==> src/rtl/alu_arbiter_pkg.sv <==
// ALU arbiter shared definitions.
// Holds the ALU control codes and the arbiter FSM states.
package alu_arbiter_pkg;

  localparam logic [3:0] CTL_AND = 4'd0;
  localparam logic [3:0] CTL_OR  = 4'd1;
  localparam logic [3:0] CTL_ADD = 4'd2;
  localparam logic [3:0] CTL_SUB = 4'd6;
  localparam logic [3:0] CTL_SLT = 4'd7;
  localparam logic [3:0] CTL_NOR = 4'd12;

  typedef enum logic [1:0] {
    S_IDLE,
    S_EXEC,
    S_RESP
  } state_t;

endpackage

==> src/rtl/alu_arbiter_core.sv <==
// Combinational ALU shared by both requesters.
// Unknown codes give a zero result with err set.
module alu_core
  import alu_arbiter_pkg::*;
#(
  parameter int WIDTH = 32
) (
  input  logic [3:0]       ctl,
  input  logic [WIDTH-1:0] a,
  input  logic [WIDTH-1:0] b,
  output logic [WIDTH-1:0] result,
  output logic             zero,
  output logic             err
);

  always_comb begin
    result = '0;
    err    = 1'b0;
    unique case (1'b1)
      (ctl == CTL_AND): result = a & b;
      (ctl == CTL_OR):  result = a | b;
      (ctl == CTL_ADD): result = a + b;
      (ctl == CTL_SUB): result = a - b;
      (ctl == CTL_SLT): result = {{(WIDTH-1){1'b0}}, a < b};
      (ctl == CTL_NOR): result = ~(a | b);
      default:          err    = 1'b1;
    endcase
  end

  assign zero = (result == '0);

endmodule

==> src/rtl/alu_arbiter.sv <==
// Two-port arbiter sharing one ALU, one operation in flight.
// Round-robin pointer alternates grants under contention.
module alu_arbiter
  import alu_arbiter_pkg::*;
#(
  parameter int WIDTH = 32
) (
  input  logic             clk,
  input  logic             rst_n,
  input  logic             req0_valid,
  input  logic [3:0]       req0_ctl,
  input  logic [WIDTH-1:0] req0_a,
  input  logic [WIDTH-1:0] req0_b,
  output logic             req0_ready,
  input  logic             req1_valid,
  input  logic [3:0]       req1_ctl,
  input  logic [WIDTH-1:0] req1_a,
  input  logic [WIDTH-1:0] req1_b,
  output logic             req1_ready,
  output logic             rsp_valid,
  input  logic             rsp_ready,
  output logic             rsp_id,
  output logic [WIDTH-1:0] rsp_data,
  output logic             rsp_zero,
  output logic             rsp_err
);

  state_t           state;
  logic             ptr;
  logic             id_q;
  logic [3:0]       ctl_q;
  logic [WIDTH-1:0] a_q;
  logic [WIDTH-1:0] b_q;
  logic [WIDTH-1:0] res;
  logic             res_zero;
  logic             res_err;
  logic             gnt0;
  logic             gnt1;
  logic             idle;

  assign gnt0 = req0_valid && (!req1_valid || !ptr);
  assign gnt1 = req1_valid && (!req0_valid || ptr);

  // rst_n gating keeps ready low while reset is held
  assign idle       = rst_n && (state == S_IDLE);
  assign req0_ready = idle && gnt0;
  assign req1_ready = idle && gnt1;

  alu_core #(.WIDTH(WIDTH)) u_alu (
    .ctl    (ctl_q),
    .a      (a_q),
    .b      (b_q),
    .result (res),
    .zero   (res_zero),
    .err    (res_err)
  );

  always_ff @(posedge clk or negedge rst_n) begin
    if (!rst_n) begin
      state     <= S_IDLE;
      ptr       <= 1'b0;
      id_q      <= 1'b0;
      ctl_q     <= '0;
      a_q       <= '0;
      b_q       <= '0;
      rsp_valid <= 1'b0;
      rsp_id    <= 1'b0;
      rsp_data  <= '0;
      rsp_zero  <= 1'b0;
      rsp_err   <= 1'b0;
    end else begin
      case (state)
        S_IDLE: begin
          if (req0_ready) begin
            ctl_q <= req0_ctl;
            a_q   <= req0_a;
            b_q   <= req0_b;
            id_q  <= 1'b0;
            ptr   <= 1'b1;
            state <= S_EXEC;
          end else if (req1_ready) begin
            ctl_q <= req1_ctl;
            a_q   <= req1_a;
            b_q   <= req1_b;
            id_q  <= 1'b1;
            ptr   <= 1'b0;
            state <= S_EXEC;
          end
        end
        S_EXEC: begin
          rsp_data  <= res;
          rsp_zero  <= res_zero;
          rsp_err   <= res_err;
          rsp_id    <= id_q;
          rsp_valid <= 1'b1;
          state     <= S_RESP;
        end
        S_RESP: begin
          if (rsp_ready) begin
            rsp_valid <= 1'b0;
            state     <= S_IDLE;
          end
        end
        default: state <= S_IDLE;
      endcase
    end
  end

endmodule

==> config.mk <==
export PLATFORM = sky130hd
export DESIGN_NAME = alu_arbiter
export DESIGN_NICKNAME = d
export VERILOG_FILES = /design/src/rtl/alu_arbiter_pkg.sv /design/src/rtl/alu_arbiter_core.sv /design/src/rtl/alu_arbiter.sv
export SDC_FILE = /design/constraint.sdc
export NUM_CORES = 1
export LEC_CHECK = 0
export CAP_MARGIN = 20
export CORE_ASPECT_RATIO = 1.75
export CORE_MARGIN = 2
export CORE_UTILIZATION = 45
export DETAILED_ROUTE_END_ITERATION = 8
export PLACE_DENSITY = 0.73
export SLEW_MARGIN = 5
export SYNTH_ARGS = -nofsm -noshare
export SYNTH_HDL_FRONTEND = slang
export SYNTH_HIERARCHICAL = 1
export SYNTH_SLANG_ARGS = --single-unit
==> constraint.sdc <==
create_clock -name clk -period 5.6 [get_ports clk]
set_input_delay 1.68 -clock clk [delete_from_list [all_inputs] [get_ports clk]]
set_output_delay 1.68 -clock clk [all_outputs]
set_load 0.05 [all_outputs]
**After elaboration in Yosys (flattened, before gate mapping)**

Index checks and enable logic that the tools add are counted.

- Flip-flop bits (word level): 108
- Logic and storage cells: 63
- Output and inout bits: 38
- Input bits: 141

- Equality and inequality tests: 9
- Order comparisons: 1
- Add/subtract/negate cells: 2
- Reduce and logical (&&, ||, !) cells: 19
- Bitwise operators: 3
- Mux-type cells: 18

Operators by type and width:

| operator | count |
|---|---|
| $pmux 32 s6 | 1 |
| $mux 32 | 4 |
| $add 32x32->32 | 1 |
| $and 32x32->32 | 1 |
| $logic_not 32->1 | 1 |
| $lt 32x32->1 | 1 |
| $not 32->32 | 1 |
| $or 32x32->32 | 1 |
| $sub 32x32->32 | 1 |
| $eq 4x3->1 const B | 2 |
| $mux 4 | 2 |
| $mux 1 | 6 |
| $mux 2 | 3 |
| $pmux 2 s3 | 1 |
| $reduce_and 2->1 | 3 |
| $reduce_or 6->1 | 1 |
| $logic_and 1x1->1 | 5 |
| $eq 4x1->1 const B | 1 |
| $eq 4x2->1 const B | 1 |
| $eq 4x4->1 const B | 1 |
| $logic_not 4->1 | 1 |
| $reduce_bool 2->1 | 2 |
| $logic_not 1->1 | 3 |
| $ne 3x3->1 const B | 1 |
| other kinds (6) | 7 |

**Logic depth before layout (Yosys ltp)**

Gate-level depths: netlist of the first run.

- Depth in word-level cells: 7
- Gate-level depth with buffers: 15
- Depth with buffers taken out: 15

**Modules after synthesis**

Netlist of the first run, hierarchy kept.

Modules (own cells, without submodules):

| module | sequential area each (µm²) | area each (µm²) | times used | cells each |
|---|---|---|---|---|
| alu_core | 0.0 | 5800.6 | 1 | 882 |
| alu_arbiter | 2702.6 | 4952.2 | 1 | 492 |

**Worst setup path before layout of the first run**

Ideal clock, no wire load.

- Path kind: input port to output port
- Start: in rst_n
- End: out req0_ready
- Stages on the path: 4
- Setup slack: 0.925 ns
- Required time: 3.920 ns
- Arrival time: 2.995 ns
- Buffers on the path: 2
- Path through: or3b_1 buf_2 clkbuf_1 nor2_1

- Cells in the longest elaborated chain, start to end: 2

Ends and longest elaborated chain:

| item | RTL line | text |
|---|---|---|
| start, declared | alu_arbiter.sv:9 | `input logic rst_n,` |
| $logic_and 1x1->1 | alu_arbiter.sv:45 | `assign idle = rst_n && (state == S_IDLE);` |
| $logic_and 1x1->1 | alu_arbiter.sv:46 | `assign req0_ready = idle && gnt0;` |
| end, declared | alu_arbiter.sv:14 | `output logic req0_ready,` |

No other way between the ends.

**Worst setup path after layout of the first run**

- Start: in req0_valid
- End: out req0_ready

- Cells in the longest elaborated chain, start to end: 2

Ends and longest elaborated chain:

| item | RTL line | text |
|---|---|---|
| start, declared | alu_arbiter.sv:10 | `input logic req0_valid,` |
| $logic_and 1x1->1 | alu_arbiter.sv:41 | `assign gnt0 = req0_valid && (!req1_valid \|\| !ptr);` |
| $logic_and 1x1->1 | alu_arbiter.sv:46 |  |

No other way between the ends.

==> results by group, run 1 <==
Detailed routing
  • Post-detailed-route via-to-cell ratio: 6.382
  • Iteration count of the initial detailed-routing pass: 6
  • Starting DRC count in detailed routing: 1052
  • Count of unresolved DRC violations after routing: 0
  • Routed Wire Length: 38600 um
  • Average wire per standard cell: 21.67 um
  • Vias after detailed routing: 11367
  • Number of nets with antenna violations after detailed routing: 0

Timing
  • Transition at the pin with the smallest max-transition slack: 1021 ps
  • Final number of setup-violating endpoints: 0
  • Setup Total Neg Slack: 0 ps
  • Final critical delay including setup and external delays: 4523 ps
  • Final cycle utilization of the critical path: 80.77%
  • Maximum clock rate: 221.1 MHz
  • Final-layout worst hold slack: 506.5 ps
  • Worst Skew: 10.14 ps
  • Final-report max-slew violation count: 0
  • Normalized max-slew margin: 31.89%
  • Setup repair after global routing missed its margin: no
  • Final Hold Viols: 0

Power and ir drop
  • Total design power: 8.228 mW
  • Highest ir drop seen on vdd: 0.3048 mV
  • Cell area power density: 636.7 nW/um^2
  • Leak: 5.330 nW

Clocking
  • Number of H-tree branching levels: 3
  • CTS-repair resized insts: 0
  • Clock Sink Count: 108
  • CTS tree: built
  • Clock latency reported for the late side of the worst-skew pair: 390 ps
  • Number of hold buffers added after cts: 0
  • Clock buffer depth: 2
  • Setup Buffers After CTS: 0
  • Clock-pin slew on the worst setup and hold paths: 80 ps
  • Root buf cell: sky130_fd_sc_hd__clkbuf_16
  • Cts bufs inserted: 9

Die
  • Die span in x: 120.9 um
  • Die area: 25200 sq um
  • Count of pins on the block boundary: 179
  • Chip height: 208.5 um
  • Starting Density: 45.90%
  • Rows: 74
  • Floorplan core area: 23430 sq um

Global routing
  • Grt ovf: 0
  • Largest net degree at the start of global routing: 101
  • Wire length of the first global-routing pass: 59730 um
  • Initial antenna violation count: 0
  • Overall track demand over capacity in global routing: 30.45%
  • Number of global-route vias before repair: 10976

Finish
  • Combined area of the multi-input logic cells: 7247 sq um
  • Synth-to-Final Area Change: 20.18%
  • Area used by sequential logic in the layout: 2703 sq um
  • Fraction of layout cells with a size suffix above 1: 7.854%
  • Fill cell total of the finished layout: 2270
  • Total Nets Final: 1716
  • Number of antenna repair diodes: 0

Setup path
  • Buffers and inverters on the worst path: 2
  • Critical path class: input port to output pin
  • Worst R2R Path Depth: 14
  • Startpoint type of the worst setup path: input port
  • Worst R2R Setup Slack: 1220 ps
  • Data arrival time at the worst-slack endpoint: 2840 ps
  • Cell count along the critical path: 4
  • Cell at the slowest stage of the critical path: sky130_fd_sc_hd__clkdlybuf4s50_1
  • Ordered cell list for the critical path: clkdlybuf4s50_1 > a21bo_2 > nor2_1 > buf_12
  • Delay of the slowest cell on the worst path: 520 ps
  • Worst-path maximum fanout: 5
  • Critical Path Sink Type: output pin
  • Cell family with the largest share of critical-path delay: buffers and inverters
  • Required time of the critical path: 3920 ps

Synth
  • Ranking of synthesized cells by area: sky130_fd_sc_hd__dfrtp_1 (25%), sky130_fd_sc_hd__ha_1 (12%), sky130_fd_sc_hd__a21oi_1 (6.8%), sky130_fd_sc_hd__o21ai_0 (6.0%), sky130_fd_sc_hd__a31oi_1 (4.4%)
  • Area leader, netlist: sky130_fd_sc_hd__dfrtp_1
  • Portion of synthesized cell area occupied by the leading cell type: 25.13%
  • Predominant post-synthesis flop cell: sky130_fd_sc_hd__dfrtp_1
  • Number of different library cells in the post-synthesis netlist: 95
  • Post-synthesis instance total: 1374
  • FF+latch count, synth: 108
  • Number of synthesized flops with an enable pin: 0
  • Post-synthesis sequential area ratio: 25.13%
  • Cell Area, Synth: 10750 sq um
  • Fraction of synthesis flops using an asynchronous set or reset pin: 100.0%
  • Warnings from Yosys: 6
  • Avg Inst Size Synth: 7.826 sq um
  • Total nets after synthesis: 1618

Placed design
  • # port buffers: 178
  • Placer congestion estimate: 1.002
  • Post-DP HPWL: 29260 um

Outcome
  • Run status: finished clean

Flow run
  • Max-Cap Viols: 0

Min path
  • Hold path cells: 1
  • Class of the tightest hold or removal check: flop to flop
placed cells by master, fill, tap and decap left out, drive strengths merged, types with 7 or more instances in the layout:
| master | n |
|---|---|
| mux2 | 36 |
| o22a | 10 |
| nor4 | 20 |
| o22ai | 9 |
| a22oi | 22 |
| o21ai | 135 |
| o211ai | 14 |
| o31ai | 7 |
| a21oi | 149 |
| a311oi | 7 |
| dfrtp | 108 |
| o221a | 7 |
| a31oi | 76 |
| ha | 101 |
| buf | 23 |
| nor3 | 13 |
| nand3 | 87 |
| inv | 95 |
| nand2b | 15 |
| nand4 | 10 |
| clkdlybuf4s50 | 175 |
| nand2 | 53 |
| and2 | 10 |
| and3 | 7 |
| nor2 | 91 |
| a211oi | 8 |
| o21bai | 9 |
| a21o | 18 |
| nor2b | 13 |
| a211o | 7 |
| a221oi | 16 |
| clkbuf | 9 |
| or2 | 10 |
final timing paths:
kind	startpoint	end
hold reg to reg	rsp_data[20]	rsp_data[20]
min in group asynchronous	rst_n	b_q[22]
setup reg to reg	b_q[0]	rsp_zero
max in group asynchronous	rst_n	rsp_data[7]
hold / removal	rsp_data[20]	rsp_data[20]
setup / recovery	req0_valid	req0_ready
cell usage after synthesis (all sizes together), types with 36 or more instances:
master / n
nand2: 53
a31oi: 76
o21ai: 135
buf: 46
inv: 92
ha: 101
a21oi: 149
nor2: 91
nand3: 87
clkbuf: 65
mux2: 36
dfrtp: 108
metal layers:
| layer | global-route usage, % | part of all wire (%) | vias up |
|---|---|---|---|
| met5 | 0 | 0 | - |
| met4 | 17.40 | 5.3 | 0 |
| met3 | 3.509 | 5.5 | 115 |
| met2 | 51.65 | 50 | 536 |
| met1 | 36.73 | 39 | 5403 |
| li1 | - | - | 5313 |
power by group:
group,internal [mW],switching [mW],total [mW]
Combinational,2.17,3.90,6.07
Clock,0.313,0.350,0.663
Sequential,1.11,0.384,1.49
Total,3.60,4.63,8.23
worst register-to-register path: stages, from the launching register on:
cell                       delay [ps]
sky130_fd_sc_hd__dfrtp_1          400
sky130_fd_sc_hd__ha_1             220
sky130_fd_sc_hd__inv_1             70
sky130_fd_sc_hd__fa_1             410
sky130_fd_sc_hd__nand2b_1         200
sky130_fd_sc_hd__a21oi_1          390
sky130_fd_sc_hd__o21ai_0          350
sky130_fd_sc_hd__a221oi_1         370
sky130_fd_sc_hd__o21ai_1          130
sky130_fd_sc_hd__or4_1            520
sky130_fd_sc_hd__or4_1            470
sky130_fd_sc_hd__nor4_2           210
sky130_fd_sc_hd__nand4b_1         170
sky130_fd_sc_hd__nor4_2           230
sky130_fd_sc_hd__mux2_2           180
logic make-up after synthesis:
family	count (synthesis)	share of synthesized area [%]
compound gates	557	33.24
mux	40	4.142
flops	108	25.13
simple gates	360	17.23
fa+ha+maj	103	12.12
xor+xnor	2	0.1629
buf+inv	204	7.959
cell type report:
type,instances,share of cell area [%]
inverters,93,2.701
flip-flops and latches,108,20.91
multi-input cells,1062,56.08
repair buffers,198,15.09
clock inverters,7,0.5325
well taps,304,2.943
clock buffers,9,1.743
sequential cells by signal (all words and copies together), names as in the netlist:
register and flops:
rsp_data 32, rsp_err 1, state 2, b_q 32, rsp_id 1, ptr 1
rsp_valid 1, a_q 32, rsp_zero 1, ctl_q 4, id_q 1
per-stage QoR:
stage	utilization [%]	setup WS, ps	cell area [sq um]	std cells
3_3_place_gp	53.91	1070	12630	1765
6_report	55.17	1077	12920	1781
2_1_floorplan	-	924.6	10750	1374
4_1_cts	55.17	1062	12920	1781
3_5_place_dp	53.91	1063	12630	1765
5_1_grt	55.17	937.6	12920	1781
Power figures use the tool's default switching activity.
==> run 2, diff against run 1 <==
--- a/config.mk
+++ b/config.mk
@@ -10,7 +10,7 @@
 export CORE_MARGIN = 2
 export CORE_UTILIZATION = 45
 export DETAILED_ROUTE_END_ITERATION = 8
-export PLACE_DENSITY = 0.73
+export PLACE_DENSITY = 0.76
 export SLEW_MARGIN = 5
 export SYNTH_ARGS = -nofsm -noshare
 export SYNTH_HDL_FRONTEND = slang
==> constraint.sdc (replaced) <==
create_clock -name clk -period 3.9 [get_ports clk]
set_input_delay 1.17 -clock clk [delete_from_list [all_inputs] [get_ports clk]]
set_output_delay 1.17 -clock clk [all_outputs]
set_load 0.05 [all_outputs]
==> run 2 against run 1 <==
The flow now finishes with violations (setup timing). Register-to-register slack worse by 1300 ps. Final area grew 16%. Sequential share of layout area shrank 2.8 points. Sequential cell count unchanged. Clock skew up 5.9 ps. Utilization increased by 8.6 points. Critical path depth is 10 higher. Highest routed layer unchanged.
==> results by group, run 2 (synthesis gave the netlist of run 1 again) <==
Power and ir drop
  • Power share of the combinational group: 80.0%
  • Switching share of power: 51.33%
  • Total design power: 14.96 mW
  • Fraction of power consumed by the clock network: 6.6%
  • Leak: 6.441 nW
  • Internal cell power: 7.280 mW
  • Switching power of the nets: 7.678 mW
  • Cell area power density: 1002 nW/um^2
  • Proportion of power drawn by flip-flops and latches: 13.4%
  • Highest ir drop seen on vdd: 0.4318 mV

Clocking
  • Clock buffer depth: 2
  • CTS tree: built
  • Clock Sink Count: 108
  • Clock latency reported for the late side of the worst-skew pair: 390 ps
  • Clock-pin slew on the worst setup and hold paths: 80 ps
  • Cts bufs inserted: 9
  • Number of hold buffers added after cts: 0
  • Root buf cell: sky130_fd_sc_hd__clkbuf_16
  • Number of H-tree branching levels: 3

Global routing
  • Overall track demand over capacity in global routing: 34.03%
  • Grt ovf: 0
  • Largest net degree at the start of global routing: 139
  • Initial antenna violation count: 0
  • Number of global-route vias before repair: 12275
  • Wire length of the first global-routing pass: 66510 um

Timing
  • Final Hold Viols: 0
  • Minimum setup slack in the final design: -129.8 ps
  • Normalized max-slew margin: 43.05%
  • Transition at the pin with the smallest max-transition slack: 847.1 ps
  • Final-report max-slew violation count: 0
  • Final number of setup-violating endpoints: 1
  • Final cycle utilization of the critical path: 103.3%
  • Final critical delay including setup and external delays: 4030 ps
  • Maximum clock rate: 248.2 MHz
  • Worst Skew: 15.99 ps
  • Setup repair after global routing missed its margin: yes
  • Final-layout worst hold slack: 507.2 ps

Setup path
  • Data arrival time at the worst-slack endpoint: 4360 ps
  • Critical path class: flop to flop
  • Ordered cell list for the critical path: inv_2 > ha_1 > or2_1 > a211o_1 > a21bo_1 > a21oi_2 > o41a_1 > nand3_1 > or4_4 > or4_4 > nor4_4 > nand4b_1 > nor4_4 > mux2_4
  • Cell at the slowest stage of the critical path: sky130_fd_sc_hd__or4_4
  • Worst-path maximum fanout: 4
  • Delay of the slowest cell on the worst path: 550 ps
  • Startpoint type of the worst setup path: flop
  • Required time of the critical path: 4230 ps
  • Critical Path Sink Type: flop

Detailed routing
  • Vias after detailed routing: 12392
  • Average wire per standard cell: 21.52 um
  • Routed Wire Length: 43000 um
  • Starting DRC count in detailed routing: 1196
  • Iteration count of the initial detailed-routing pass: 8
  • Count of unresolved DRC violations after routing: 0
  • Post-detailed-route via-to-cell ratio: 6.202
  • Number of nets with antenna violations after detailed routing: 0

Finish
  • Fraction of layout cells with a size suffix above 1: 22.37%
  • Final Util: 63.75%
  • Most used cells in the layout excluding fill and tap cells: sky130_fd_sc_hd__buf_4 (229), sky130_fd_sc_hd__clkdlybuf4s50_1 (175), sky130_fd_sc_hd__a21oi_1 (144)
  • Fill cell total of the finished layout: 2042
  • Number of antenna repair diodes: 0
  • Most common cell after layout, fill and taps aside: sky130_fd_sc_hd__buf_4
  • Total Nets Final: 1933
  • Biggest registers after layout: a_q: 32 flops, b_q: 32 flops, rsp_data: 32 flops
  • Synth-to-Final Area Change: 38.88%
  • Number of standard cells in the layout, taps in and fillers out: 1998

Die
  • Die area: 25200 sq um
  • Floorplan core area: 23430 sq um
  • Die span in x: 120.9 um
  • Count of pins on the block boundary: 179
  • Rows: 74
  • Chip height: 208.5 um
  • Starting Density: 45.90%

Placed design
  • Post-DP HPWL: 33330 um
  • Cell Count Post-Placement: 1964
  • # port buffers: 178
  • Placer congestion estimate: 1.035

Outcome
  • Violated checks: setup timing
  • Run status: complete, but fails checks

Flow run
  • Max-Cap Viols: 0

Min path
  • Class of the tightest hold or removal check: flop to flop
run 2: cell types whose count changed in the layout (fill, tap and decap cells not counted), moves of 4 or more:
| cell | before | now |
|---|---|---|
| sky130_fd_sc_hd__buf_4 | 21 | 229 |
| sky130_fd_sc_hd__ha_1 | 101 | 95 |
| sky130_fd_sc_hd__buf_12 | 2 | 7 |
| sky130_fd_sc_hd__buf_6 | 0 | 4 |
| sky130_fd_sc_hd__ha_4 | 0 | 4 |
| sky130_fd_sc_hd__inv_1 | 90 | 86 |
| sky130_fd_sc_hd__inv_2 | 2 | 6 |
| sky130_fd_sc_hd__o21ai_0 | 129 | 125 |
run 2: path summary, 6_finish.rpt:
path / cells after the start / to / slack (ps) / start
worst max-delay path: 14 / rsp_zero / -130 / a_q[1]
worst min-delay path: 1 / rsp_data[15] / 510 / rsp_data[15]
worst max register to register: 14 / rsp_zero / -130 / a_q[1]
worst min register to register: 1 / rsp_data[15] / 510 / rsp_data[15]
max in group asynchronous: 3 / b_q[12] / 1610 / rst_n
min in group asynchronous: 1 / ptr / 660 / rst_n
run 2: power by group through the flow:
stage / Clock, mW / Sequential [mW] / Combinational [mW]
2_1_floorplan: 0 / 2.46 / 5.74
3_3_place_gp: 0 / 1.99 / 10.8
6_report: 0.994 / 2.00 / 12.0
4_1_cts: 1.02 / 1.99 / 11.4
5_1_grt: 1.06 / 2.06 / 12.8
3_5_place_dp: 0 / 2.01 / 10.9
run 2: critical path, delay by kind of cell (launching register included):
family	cells	cell delay [ps]
simple gates	7	2010
compound gates	4	1020
mux	1	170
flops	1	390
fa+ha+maj	1	260
buf+inv	1	110
run 2: area by class of cell:
type	count	area, sq um	share of cell area [%]
multi-input cells	1062	7531	50.43
repair buffers	415	3656	24.48
flip-flops and latches	108	2704	18.11
well taps	304	380.4	2.547
inverters	93	349.1	2.338
clock buffers	10	229.0	1.533
clock inverters	6	83.83	0.5614
run 2: metal layers:
metal	GRT usage (%)	up-vias	wire [um]
met5	0	-	0
met4	18.72	0	2421
met3	4.688	152	2402
met2	56.66	580	21240
met1	41.79	5913	16940
li1	-	5747	-
run 2: timing repair:
action	4_1_cts	5_1_grt
pin swaps	19	15
resized for setup	38	31
hold endpoints to repair	0	0
setup buffers	17	2
endpoints found under the setup margin	1	4
run 2: through the flow:
stage          area (sq um)  setup TNS (ps)  setup slack (ps)
2_1_floorplan         10750               0             244.6
3_3_place_gp          14170          -199.1            -199.1
3_5_place_dp          14170          -259.6            -259.6
4_1_cts               14760          -35.18            -35.18
5_1_grt               14930          -248.9            -248.9
6_report              14930          -129.8            -129.8
